===== config.mk =====
export PLATFORM = sky130hd
export DESIGN_NAME = jtframe_pll_phstep
export DESIGN_NICKNAME = d
export VERILOG_FILES = /design/src/rtl/jtframe_pll_phstep.sv
export SDC_FILE = /design/constraint.sdc
export NUM_CORES = 1
export LEC_CHECK = 0
export ABC_CLOCK_PERIOD_IN_PS = 2560
export BUFFER_PORTS_ARGS = -buffer_cell sky130_fd_sc_hd__buf_2
export CAP_MARGIN = 20
export CORE_MARGIN = 3
export CORE_UTILIZATION = 41
export DETAILED_ROUTE_END_ITERATION = 6
export PLACE_DENSITY = 0.61
export SYNTH_ARGS = -nofsm -noshare
export SYNTH_HDL_FRONTEND = slang
export SYNTH_SLANG_ARGS = --single-unit

===== constraint.sdc =====
create_clock -name clk -period 2.56 [get_ports clk]
set_input_delay 0.256 -clock clk [delete_from_list [all_inputs] [get_ports clk]]
set_output_delay 0.256 -clock clk [all_outputs]
set_load 0.01 [all_outputs]

===== src/rtl/jtframe_pll_phstep.sv =====
// Run-time phase-shift controller for the SDRAM clock output of the PLL.
// Walks the PLL phase one VCO step at a time towards a requested signed
// offset, following the phasestep / phasedone handshake. Each wait for a
// phasedone edge is bounded by a timeout.
//
// state     | meaning
// ----------+-----------------------------------------------------------
// IDLE      | no stepping; accepts req while the PLL is locked
// STEP      | phasestep held high for two cycles
// WAIT_LOW  | waiting for phasedone to fall (step in progress)
// WAIT_HIGH | waiting for phasedone to rise (step finished)
// CHECK     | apply +/-1 to cur, then finish or start the next step
module jtframe_pll_phstep #(
  parameter int              STEPW  = 6,
  parameter int              CNTW   = 4,
  parameter logic [CNTW-1:0] CNTSEL = 4'd1,
  parameter int              TO     = 255
) (
  input  logic                    clk,
  input  logic                    rst,
  input  logic                    locked,
  input  logic                    req,
  input  logic signed [STEPW-1:0] target,
  output logic                    busy,
  output logic                    ack,
  output logic signed [STEPW-1:0] cur,
  output logic                    err,
  output logic [CNTW-1:0]         phasecounterselect,
  output logic                    phasestep,
  output logic                    phaseupdown,
  input  logic                    phasedone
);

  // The wait counter is loaded with TO-1 and runs down to zero, so a wait
  // state gives up in its TO-th cycle.
  localparam int            TW        = (TO > 1) ? $clog2(TO) : 1;
  localparam logic [TW-1:0] WAIT_LOAD = TW'(TO - 1);

  typedef enum logic [2:0] {
    IDLE,
    STEP,
    WAIT_LOW,
    WAIT_HIGH,
    CHECK
  } state_t;

  state_t                    state_q;
  state_t                    state_d;
  logic                      step_cnt;
  logic [TW-1:0]             wait_cnt;
  logic signed [STEPW-1:0]   tgt;
  logic signed [STEPW-1:0]   cur_step;

  logic accept;
  logic same;
  logic load_step;
  logic load_wait;
  logic timeout;
  logic advance;
  logic hit;

  assign cur_step = phaseupdown ? cur + STEPW'(1) : cur - STEPW'(1);

  assign busy               = (state_q != IDLE);
  assign phasestep          = (state_q == STEP);
  assign phasecounterselect = CNTSEL;

  // state register
  always_ff @(posedge clk) begin
    if (rst) state_q <= IDLE;
    else     state_q <= state_d;
  end

  // next-state logic and single-cycle control strobes
  always_comb begin
    state_d   = state_q;
    accept    = 1'b0;
    same      = 1'b0;
    load_step = 1'b0;
    load_wait = 1'b0;
    timeout   = 1'b0;
    advance   = 1'b0;
    hit       = 1'b0;
    case (state_q)
      IDLE: begin
        if (req && locked) begin
          accept = 1'b1;
          if (target == cur) begin
            same = 1'b1;
          end else begin
            state_d   = STEP;
            load_step = 1'b1;
          end
        end
      end
      STEP: begin
        if (step_cnt == 1'b0) begin
          state_d   = WAIT_LOW;
          load_wait = 1'b1;
        end
      end
      WAIT_LOW: begin
        if (!phasedone) begin
          state_d   = WAIT_HIGH;
          load_wait = 1'b1;
        end else if (wait_cnt == '0) begin
          state_d = IDLE;
          timeout = 1'b1;
        end
      end
      WAIT_HIGH: begin
        if (phasedone) begin
          state_d = CHECK;
        end else if (wait_cnt == '0) begin
          state_d = IDLE;
          timeout = 1'b1;
        end
      end
      CHECK: begin
        advance = 1'b1;
        if (cur_step == tgt) begin
          state_d = IDLE;
          hit     = 1'b1;
        end else begin
          state_d   = STEP;
          load_step = 1'b1;
        end
      end
      default: state_d = IDLE;
    endcase
    // Losing lock mid-operation abandons the sequence without side effects
    if (!locked && state_q != IDLE) begin
      state_d   = IDLE;
      load_step = 1'b0;
      load_wait = 1'b0;
      timeout   = 1'b0;
      advance   = 1'b0;
      hit       = 1'b0;
    end
  end

  // step-length and handshake-timeout down-counters
  always_ff @(posedge clk) begin
    if (rst) begin
      step_cnt <= 1'b0;
      wait_cnt <= '0;
    end else begin
      if (load_step)               step_cnt <= 1'b1;
      else if (state_q == STEP)    step_cnt <= 1'b0;
      if (load_wait)               wait_cnt <= WAIT_LOAD;
      else if (wait_cnt != '0)     wait_cnt <= wait_cnt - TW'(1);
    end
  end

  // request latch, direction, applied offset and status flags
  always_ff @(posedge clk) begin
    if (rst) begin
      cur         <= '0;
      tgt         <= '0;
      err         <= 1'b0;
      ack         <= 1'b0;
      phaseupdown <= 1'b0;
    end else begin
      ack <= same | hit;
      if (accept) begin
        tgt <= target;
        err <= 1'b0;
        if (!same) phaseupdown <= (target > cur);
      end
      if (timeout) err <= 1'b1;
      // A relocking PLL comes back at its compile-time phase
      if (!locked)      cur <= '0;
      else if (advance) cur <= cur_step;
    end
  end

endmodule


==> out/results.tsv <==
metric	value	unit
Clock power frac	0.193	
Reg power frac	0.444	
hold depth	3	
Startpoint Class	flip-flop	
setup tns final	0	ps
worst-path fanout max	7	
gpl congestion	0.893	
clock slew at reported path FFs	90	ps
DRC Markers	0	
TritonCTS buffer count	3	
RR Endpoint	step_cnt	
Pins Over Slew Limit	0	
Die X	70.4	um
first-pass GRT wire length	5.65	mm
VDD IR-drop max	0.000495	V
RSZ-0062 raised after global routing	no	
post-synthesis sequential area ratio	0.318	
post-synth top area share	0.318	
slowest CP cell	dfxtp_1	
Root Buffer	clkbuf_8	
Max Fclk	441	MHz
vias per cell	5.07	
most frequent cell after synthesis	nand2_1	
vias in the first global route	1209	
Synth Warn #	0	
layout cells sized above 1	0.145	
Internal Power	0.000810	W
largest net degree at the start of global routing	21	
post-cts hold buffer count	0	
worst clock skew	9.20	ps
maxcap violations	0	
Main synth FF type	dfxtp_1	
CP arrival	2450	ps
grt ovf	0	
TritonCTS clock tree	yes	
Mapped Avg Cell Area	8.26	um2
GRT Total Usage	0.140	
PostCTS Resize Cnt	0	
hold path start	target[0]	
CP Cell Sequence	inv_1 > fa_1 > xnor2_1 > xnor2_1 > nand3_1 > nor3_1 > a21oi_1 > o21a_1	
Psw	0.000421	W
hold_ws	238	ps
EDFF count, synth	0	
outcome	finished clean	
Final setup viols	0	
# IOs	26	
total wire length	3.38	mm
Die ar.	4960	um2
Max clock buf depth	2	
logic gate share of total power	0.363	
Nets	245	
dpl hpwl	2.61	mm
Reg-to-Reg Start	cur[0]	
ANT nets after route	0	
Crit path largest cell delay	510	ps
setup slack after layout	293	ps
antenna violations before repair	0	
DR pass1 iterations	4	
P per Cell Area	664	nW/um2
main area contributors after synthesis	dfxtp_1 32%, ha_1 8.1%, a21oi_1 6.5%	
worst hold path class	in -> reg	
number of DRC markers in iteration 0	65	
crit path kind	reg -> reg	
Worst Setup End Kind	flip-flop	
dpl ws	301	ps
I/O Buffers	21	
hold endpoint	tgt[0]	
# H-tree levels	1	
diode count	0	
postcts setup bufs	0	
post-DR wirelength/cell	12.6	um
routed vias	1364	
distinct cell type count after synthesis	44	
Sink Count	27	
clock insertion delay at the later pin of the skew report	270	ps
dominant cell type by area after synthesis	dfxtp_1	
die height	70.4	um
area delta synth->final	8.97	%
period utilization	0.886	
reg-to-reg slack, setup	290	ps
Hold Fails Final Rpt	0	
Starting Density	0.445	
Switching Fraction	0.342	
register bit total from synthesis	27	
Synth Instances	206	
worst reg-to-reg path cell count	8	
most frequent CP cell	xnor2_1	
Pleak	0.779	nW
worst path required time	2740	ps
synthesized area	1700	um2
share of flip-flops with an asynchronous set or reset	0	
Synth top cells by count	28 x nand2_1, 27 x dfxtp_1, 22 x a21oi_1	
Cell Rows	22	
final worst path period need	2270	ps
CORE AREA	3830	um2
cell usage in the layout, fill, tap and decap left out, types with 4 or more instances in the layout:
| master | Yosys | layout |
|---|---|---|
| a21oi_1 | 22 | 22 |
| buf_2 | 4 | 21 |
| dfxtp_1 | 27 | 27 |
| o21ai_0 | 5 | 5 |
| nand2_1 | 28 | 28 |
| xor2_1 | 5 | 5 |
| nand3_1 | 4 | 4 |
| conb_1 | 2 | 4 |
| nor2_1 | 17 | 17 |
| inv_1 | 14 | 14 |
| ha_1 | 11 | 11 |
| xnor2_1 | 12 | 12 |
| nand2b_1 | 4 | 4 |
| o21a_1 | 4 | 4 |
| nor2b_1 | 6 | 6 |
worst max-delay path, delay by kind of cell, from the launching register on:
kind            cells  cell delay [ps]
xor+xnor            2              430
fa+ha+maj           1              450
compound gates      2              310
simple gates        2              360
flops               1              510
buf+inv             1              110
final cells by class:
type | instances | area, um2
Multi-Input combinational cell | 155 | 1050
Tap cell | 48 | 60.1
Timing Repair Buffer | 21 | 105
Sequential cell | 27 | 541
Clock buffer | 4 | 45.0
Fill cell | 400 | 1970
Inverter | 14 | 52.6
registers in the layout (all words and copies together) (netlist names):
register and flops:
ack 1, err 1, tgt 6, phaseupdown 1
state_q 3, cur 6, step_cnt 1, wait_cnt 8
how the worst max path moves through the flow:
stage	from	cells after the start	slack, ps	endpoint
finish	cur[0]	8	290	step_cnt
global route	cur[0]	8	90	step_cnt
CTS	cur[0]	8	280	step_cnt
detailed placement	cur[0]	8	300	step_cnt
global placement	phaseupdown	8	380	step_cnt
floorplan	phaseupdown	8	480	step_cnt
power groups by stage:
stage | logic (W) | clock network, W | registers [W]
5_1_grt | 0.000509 | 0.000265 | 0.000556
4_1_cts | 0.000453 | 0.000250 | 0.000546
2_1_floorplan | 0.000393 | 0 | 0.000538
3_3_place_gp | 0.000448 | 0 | 0.000556
6_report | 0.000447 | 0.000238 | 0.000547
3_5_place_dp | 0.000450 | 0 | 0.000555
per-layer routing:
metal,routed length [um],track usage
met5,0,0
met4,20,0.0340
met3,137,0.0360
met2,1510,0.215
met1,1710,0.194
stage by stage:
stage	instance area, um2	util	std cells	total power (W)
finish	1850	0.485	269	0.00123
global route	1850	0.485	269	0.00133
floorplan	1710	-	208	0.000932
detailed placement	1810	0.473	265	0.00100
CTS	1850	0.485	269	0.00125
global placement	1810	0.473	265	0.00100
logic make-up (layout without fill, tap and decap cells):
kind of cell / after synthesis / in the layout / synth area share
flip-flops: 27 / 27 / 0.318
XOR/XNOR: 19 / 19 / 0.114
adder cells (fa/ha/maj): 12 / 12 / 0.0926
buffers and inverters: 26 / 39 / 0.0691
multiplexers: 1 / 1 / 0.00662
other: 2 / 4 / 0.00441
AO/OA/AOI/OAI: 48 / 48 / 0.193
AND/OR/NAND/NOR: 71 / 71 / 0.203
(Power assumes the default switching activity.)
